**src/rtl/tpm_tis_regs.sv**
```systemverilog
// TIS locality-0 register file with command/response byte buffer.
// Host side is driven by decoded LPC strobes; the backend shares the buffer during EXECUTION.
module tpm_tis_regs #(
  parameter int          DEPTH   = 64,
  parameter logic [31:0] DID_VID = 32'h001A_15D1
) (
  input  logic                       clk,
  input  logic                       rst,
  input  logic [15:0]                addr,
  input  logic [7:0]                 wrData,
  input  logic                       didWrite,
  input  logic                       didRead,
  output logic [7:0]                 rdData,
  output logic                       exec_go,
  output logic [$clog2(DEPTH):0]     cmd_len,
  input  logic [$clog2(DEPTH)-1:0]   buf_addr,
  input  logic                       buf_we,
  input  logic [7:0]                 buf_wdata,
  output logic [7:0]                 buf_rdata,
  input  logic                       exec_done,
  input  logic [$clog2(DEPTH):0]     rsp_len
);

  localparam int AW = $clog2(DEPTH);
  localparam logic [AW:0] DEPTH_L = (AW+1)'(DEPTH);

  typedef enum logic [2:0] {
    S_IDLE, S_READY, S_RECEPTION, S_EXECUTION, S_COMPLETION
  } state_e;

  state_e          state_q, state_d;
  logic            active_q, active_d;
  logic [AW:0]     wcount_q, wcount_d;
  logic [AW:0]     rcount_q, rcount_d;
  logic [31:0]     cmdRaw_q, cmdRaw_d;
  logic [AW:0]     rspCnt_q, rspCnt_d;
  logic            execGo_q, execGo_d;
  logic [AW:0]     cmdLen_q, cmdLen_d;

  logic [7:0]      mem [DEPTH];
  logic            memWe;
  logic [AW-1:0]   memWAddr;
  logic [7:0]      memWData;

  logic            inLoc;
  logic [11:0]     off;
  logic            isAccess, isSts, isFifo;
  logic [AW:0]     cmdSize;
  logic            expectBit, dataAvail;
  logic [AW:0]     burst;
  logic [15:0]     burst16;
  logic [7:0]      hostRd;

  assign inLoc    = (addr[15:12] == 4'h0);
  assign off      = addr[11:0];
  assign isAccess = inLoc && (off == 12'h000);
  assign isSts    = inLoc && (off == 12'h018);
  assign isFifo   = inLoc && (off == 12'h024);

  // Command length field is big-endian bytes 2..5, clipped to what the buffer can hold.
  assign cmdSize   = (cmdRaw_q > 32'(DEPTH)) ? DEPTH_L : cmdRaw_q[AW:0];
  assign expectBit = (state_q == S_RECEPTION) &&
                     ((wcount_q < (AW+1)'(6)) || (wcount_q < cmdSize));
  assign dataAvail = (state_q == S_COMPLETION) && (rcount_q < rspCnt_q);
  assign hostRd    = mem[rcount_q[AW-1:0]];
  assign burst16   = 16'(burst);

  always_comb begin
    burst = '0;
    case (state_q)
      S_READY, S_RECEPTION: burst = DEPTH_L - wcount_q;
      S_COMPLETION:         burst = rspCnt_q - rcount_q;
      default:              burst = '0;
    endcase
  end

  always_comb begin
    rdData = 8'hFF;
    if (inLoc) begin
      case (off)
        12'h000: rdData = {2'b10, active_q, 5'b00000};
        12'h018: if (active_q) rdData = {1'b1, state_q == S_READY, 1'b0, dataAvail, expectBit, 3'b000};
        12'h019: if (active_q) rdData = burst16[7:0];
        12'h01A: if (active_q) rdData = burst16[15:8];
        12'h01B: if (active_q) rdData = 8'h00;
        12'h024: if (active_q && dataAvail) rdData = hostRd;
        12'hF00: rdData = DID_VID[7:0];
        12'hF01: rdData = DID_VID[15:8];
        12'hF02: rdData = DID_VID[23:16];
        12'hF03: rdData = DID_VID[31:24];
        default: rdData = 8'hFF;
      endcase
    end
  end

  always_comb begin
    state_d  = state_q;
    active_d = active_q;
    wcount_d = wcount_q;
    rcount_d = rcount_q;
    cmdRaw_d = cmdRaw_q;
    rspCnt_d = rspCnt_q;
    execGo_d = 1'b0;
    cmdLen_d = cmdLen_q;
    memWe    = 1'b0;
    memWAddr = buf_addr;
    memWData = buf_wdata;

    if (state_q == S_EXECUTION) begin
      memWe = buf_we;
      if (exec_done) begin
        state_d  = S_COMPLETION;
        rspCnt_d = (rsp_len > DEPTH_L) ? DEPTH_L : rsp_len;
        rcount_d = '0;
      end
    end

    // A host write in the same cycle as a read wins; the read's side effect is dropped.
    if (didWrite) begin
      if (isAccess) begin
        if (wrData[5])      active_d = 1'b0;
        else if (wrData[1]) active_d = 1'b1;
      end
      if (active_q && isSts) begin
        if (wrData[6]) begin
          if (state_q != S_EXECUTION) begin
            state_d  = S_READY;
            wcount_d = '0;
            rcount_d = '0;
            cmdRaw_d = '0;
            cmdLen_d = '0;
          end
        end else if (wrData[5] && state_q == S_RECEPTION && !expectBit) begin
          state_d  = S_EXECUTION;
          execGo_d = 1'b1;
          cmdLen_d = wcount_q;
        end
      end
      if (active_q && isFifo && (state_q == S_READY || state_q == S_RECEPTION) &&
          wcount_q < DEPTH_L) begin
        memWe    = 1'b1;
        memWAddr = wcount_q[AW-1:0];
        memWData = wrData;
        wcount_d = wcount_q + 1'b1;
        state_d  = S_RECEPTION;
        if (wcount_q >= (AW+1)'(2) && wcount_q <= (AW+1)'(5))
          cmdRaw_d = {cmdRaw_q[23:0], wrData};
      end
    end else if (didRead && active_q && isFifo && dataAvail) begin
      rcount_d = rcount_q + 1'b1;
    end
  end

  always_ff @(posedge clk) begin
    if (rst) begin
      state_q  <= S_IDLE;
      active_q <= 1'b0;
      wcount_q <= '0;
      rcount_q <= '0;
      cmdRaw_q <= '0;
      rspCnt_q <= '0;
      execGo_q <= 1'b0;
      cmdLen_q <= '0;
    end else begin
      state_q  <= state_d;
      active_q <= active_d;
      wcount_q <= wcount_d;
      rcount_q <= rcount_d;
      cmdRaw_q <= cmdRaw_d;
      rspCnt_q <= rspCnt_d;
      execGo_q <= execGo_d;
      cmdLen_q <= cmdLen_d;
    end
  end

  always_ff @(posedge clk) begin
    if (memWe) mem[memWAddr] <= memWData;
  end

  assign exec_go   = execGo_q;
  assign cmd_len   = cmdLen_q;
  assign buf_rdata = mem[buf_addr];

endmodule

```
**config.mk**
```make
export PLATFORM = sky130hd
export DESIGN_NAME = tpm_tis_regs
export DESIGN_NICKNAME = d
export VERILOG_FILES = /design/src/rtl/tpm_tis_regs.sv
export SDC_FILE = /design/constraint.sdc
export NUM_CORES = 1
export LEC_CHECK = 0
export CORE_ASPECT_RATIO = 2
export CORE_MARGIN = 10
export CORE_UTILIZATION = 65
export DETAILED_ROUTE_END_ITERATION = 6
export GPL_TIMING_DRIVEN = 0
export PLACE_DENSITY = 0.83
export SYNTH_ARGS = -nofsm -noshare
export SYNTH_HDL_FRONTEND = slang
export SYNTH_SLANG_ARGS = --single-unit
```
**constraint.sdc**
```tcl
create_clock -name clk -period 11.7 [get_ports clk]
set_clock_uncertainty 0.2 [all_clocks]
set_input_delay 2.34 -clock clk [delete_from_list [all_inputs] [get_ports clk]]
set_output_delay 2.34 -clock clk [all_outputs]
set_load 0.01 [all_outputs]
```
==> results_tabular.tex <==
\begin{tabular}{lr}
\hline
Metric & Value \\
\hline
\multicolumn{2}{l}{\textbf{Outcome}} \\
\quad Run status & finished with violations \\
\quad Failing checks & capacitance limit, slew limit \\
\multicolumn{2}{l}{\textbf{Clocking}} \\
\quad Count of hold buffers inserted by post-cts repair & 0 \\
\quad TritonCTS clock tree & yes \\
\quad CTS H-Tree Depth & 2 \\
\quad Number of buffers on the longest clock path & 3 \\
\quad Number of gates given a new drive strength after cts & 0 \\
\quad Number of setup buffers added after CTS & 0 \\
\quad Inserted Clock Buffers & 50 \\
\quad Clock tree root buffer cell & clkbuf\_16 \\
\quad Num Clock Sinks & 577 \\
\quad Worst-Skew Late Latency & 0.59 ns \\
\quad Clock slew seen by the registers of the worst setup and hold paths & 0.07 ns \\
\multicolumn{2}{l}{\textbf{Yosys}} \\
\quad Summed instance area of the synthesized netlist & 28,080 sq um \\
\quad Sequential-to-total area share from yosys stat & 0.5939 \\
\quad Number of distinct library cells after synthesis & 81 \\
\quad Synth Area in XOR/XNOR & 0.003119 \\
\quad Register bit total from synthesis & 577 \\
\quad Mux cell area share after synthesis & 0.2521 \\
\quad Largest family of logic cells by synthesized area & multiplexers \\
\quad Synth Area in Simple Gates & 0.06608 \\
\quad Predominant post-synthesis flop cell & edfxtp\_1 \\
\quad Adder-Cell Fraction of Synth Area & 0.008288 \\
\quad Leading post-synthesis cells by cell area & edfxtp\_1 55\%, mux4\_2 24\%, dfxtp\_1 4.6\% \\
\quad Warning count from the yosys run & 0 \\
\quad Area share of the leading cell type in the synthesized netlist & 0.5476 \\
\quad Mean cell area of the mapped netlist & 16.90 sq um \\
\quad Synthesized-area fraction occupied by ao, oa, aoi and oai cells & 0.05338 \\
\quad Synthesized netlist cell count & 1,661 \\
\quad EDFF count, synth & 512 \\
\quad Cell type with the largest total area after synthesis & edfxtp\_1 \\
\quad Nets in the synthesized netlist & 1,730 \\
\quad Async set or reset register ratio after synthesis & 0 \\
\multicolumn{2}{l}{\textbf{Worst setup path}} \\
\quad Kind of critical path & reg2out \\
\quad Largest incremental delay on the critical path & 0.94 ns \\
\quad Arrival time at the worst endpoint & 6.88 ns \\
\quad Dominant delay contributor by cell family on the critical path & buffers and inverters \\
\quad CP max-delay cell & clkbuf\_1 \\
\quad Worst path cell trace & clkbuf\_1, inv\_2, buf\_2, clkbuf\_1, buf\_2, ha\_1, o21a\_1, o31a\_1, o221a\_2, o211a\_1, nor4b\_1, o2111ai\_1, clkdlybuf4s50\_1 \\
\quad CP Capture Type & output pin \\
\quad Highest net fanout along the worst path & 10 \\
\quad Setup slack, reg-to-reg & 5.94 ns \\
\quad Worst Path Buf+Inv & 6 \\
\quad Required time of the worst setup path & 9.16 ns \\
\quad Critical Path Start Type & register \\
\multicolumn{2}{l}{\textbf{Floorplanning}} \\
\quad Top-Level Pins & 75 \\
\quad Die Width & 167.0 microns \\
\quad Placement row count & 107 \\
\quad Floorplan Core Area & 42,710 sq um \\
\quad Die extent in y & 313.9 microns \\
\quad Initial core utilization & 0.6575 \\
\quad Area enclosed by the die boundary & 52,420 sq um \\
\multicolumn{2}{l}{\textbf{STA}} \\
\quad Post-Route Setup TNS & 0 ns \\
\quad Transition time of the tightest slew-check pin & 1.574 ns \\
\quad Final cycle utilization of the critical path & 0.8049 \\
\quad Max-slew violation count & 6 \\
\quad Maximum clock frequency & 0.1062 GHz \\
\quad Hold Fails Final Rpt & 0 \\
\quad Setup repair after global routing missed its margin & no \\
\quad Slew margin rel. & -0.05403 \\
\quad Final Setup Violations & 0 \\
\quad Worst Slack Setup Final & 2.283 ns \\
\quad Minimum period implied by the final worst setup slack & 9.417 ns \\
\multicolumn{2}{l}{\textbf{Global routing}} \\
\quad Initial antenna violation count & 11 \\
\quad Layer carrying the most global-route usage & met2 \\
\quad Met2 usage & 0.6759 \\
\quad Total Routing Usage GR & 0.4221 \\
\quad Via count of the first global-routing pass & 20,370 \\
\quad Met1 Resource Use GR & 0.4250 \\
\quad M3 GR Usage & 0.1417 \\
\quad Global-route congestion overflow total & 0 \\
\quad Pin count of the biggest net entering global routing & 61 \\
\quad Global-route wire length before repair & 154,400 microns \\
\multicolumn{2}{l}{\textbf{Detailed routing}} \\
\quad Total number of vias & 20,010 \\
\quad Per-cell routed wire length & 46.49 microns \\
\quad Iteration count of the initial detailed-routing pass & 6 \\
\quad Remaining routing DRC violations & 0 \\
\quad Wire length after detailed routing & 111,100 microns \\
\quad Initial drt markers & 3,574 \\
\quad Post-DRT Antenna Nets & 0 \\
\quad Vias per std cell & 8.375 \\
\multicolumn{2}{l}{\textbf{Power}} \\
\quad Power density of the placed cells & 133.6 nW/um\^{}2 \\
\quad Power Total & 0.004217 W \\
\quad Maximum vdd ir drop & 0.0001475 V \\
\quad Total leakage power & 9.680 nW \\
\multicolumn{2}{l}{\textbf{Cells and area}} \\
\quad Number of nets in the layout & 1,868 \\
\quad Syn-to-layout area delta & 12.37\% \\
\quad Fraction of layout cells with a size suffix above 1 & 0.2764 \\
\quad Non-filler instance count after layout & 2,389 \\
\quad Area of all placed cells without fillers & 31,550 sq um \\
\multicolumn{2}{l}{\textbf{Min path}} \\
\quad Path type of the worst min-delay path & reg2reg \\
\multicolumn{2}{l}{\textbf{Placement}} \\
\quad I/O Buffers & 67 \\
\quad DP Wirelength & 75,820 microns \\
\quad Placement Cell Area & 29,840 sq um \\
\quad Dpl cells & 2,292 \\
\quad Setup slack at placement & 3.014 ns \\
\quad Final GP Congestion & 1.064 \\
\multicolumn{2}{l}{\textbf{Job}} \\
\quad Max-cap violations & 1 \\
\hline
\end{tabular}
-- cell usage after synthesis (all sizes together) (4+ instances only) --
| library cell | n |
|---|---|
| inv | 22 |
| dfxtp | 65 |
| nor4 | 12 |
| nor2 | 77 |
| a22o | 32 |
| o211ai | 4 |
| nand3 | 25 |
| a21oi | 48 |
| or3 | 9 |
| clkbuf | 65 |
| o22ai | 8 |
| a32oi | 4 |
| nand2b | 14 |
| edfxtp | 512 |
| a31oi | 12 |
| a21o | 8 |
| xnor2 | 8 |
| mux4 | 297 |
| nand4 | 9 |
| a211oi | 7 |
| nand2 | 107 |
| nor3b | 12 |
| ha | 17 |
| buf | 56 |
| nor2b | 8 |
| o32ai | 10 |
| mux2i | 39 |
| a2111oi | 7 |
| or4 | 6 |
| o21ai | 24 |
| nor3 | 64 |
| o21a | 6 |
| and2 | 5 |
-- layout make-up --
cell class                      count  area [sq um]
Sequential cell                   577         16680
Fill cell                        2487         11160
Multi-Input combinational cell    940         10950
Clock buffer                       54          1266
Timing Repair Buffer               86         923.4
Tap cell                          545         681.9
Buffer                            121         565.5
Clock inverter                     37         382.9
Inverter                           23         86.33
Antenna cell                        6         15.01
-- layer usage --
layer | routed length (microns) | part of all wire | vias up
li1 | - | - | 7235
met1 | 29840 | 0.27 | 9685
met3 | 14710 | 0.13 | 805
met2 | 52780 | 0.48 | 2274
met4 | 13650 | 0.12 | 8
met5 | 92 | 0.00083 | -
-- through the flow --
step / hold slack [ns] / util
after floorplan: 0.2495 / -
after global placement: 0.2639 / 0.6891
after detailed placement: 0.2711 / 0.6986
after CTS: 0.2849 / 0.7372
after global routing: 0.3178 / 0.7386
final: 0.2833 / 0.7388
-- logic make-up (layout without fill, tap and decap cells) --
group,after synthesis,count (layout)
adder cells (fa/ha/maj),18,18
AO/OA/AOI/OAI,207,207
flip-flops,577,577
multiplexers,336,336
AND/OR/NAND/NOR,369,369
XOR/XNOR,10,10
other,0,6
buffers and inverters,144,321
-- registers in the layout, summed over array words and instances, names as in the netlist --
| signal | cells |
|---|---|
| active_q | 1 |
| cmdRaw_q | 32 |
| cmd_len | 7 |
| exec_go | 1 |
| mem | 512 |
| rcount_q | 7 |
| rspCnt_q | 7 |
| state_q | 3 |
| wcount_q | 7 |
-- layout by cell type (no fill, tap or decap), types with 12 or more instances in the layout --
master / count
edfxtp_1: 512
mux4_2: 297
nand2_1: 100
nor2_1: 76
clkbuf_1: 67
clkdlybuf4s50_1: 67
dfxtp_1: 65
clkbuf_16: 50
a21oi_1: 45
mux2i_1: 39
nor3_2: 33
a22o_1: 32
buf_2: 31
nor3_1: 30
nand3_1: 25
o21ai_0: 22
inv_1: 19
ha_1: 17
buf_1: 14
buf_4: 14
nand2b_1: 14
nor3b_1: 12
-- report_power, final --
part | leakage, nW | internal (W) | switching (W)
registers | 5.12 | 0.00224 | 0.0000000000493
clock network | 0.792 | 0.000909 | 0.000816
logic | 3.77 | 0.0000978 | 0.000158
-- path summary, 6_finish.rpt --
kind,startpoint,to,cells after the start
setup / recovery,rcount_q[2],rdData[7],13
hold / removal,cmdRaw_q[31],cmdRaw_q[31],1
setup reg to reg,rcount_q[2],rcount_q[3],14
hold reg to reg,cmdRaw_q[31],cmdRaw_q[31],1
No activity file was read; power rests on OpenSTA's default activity.
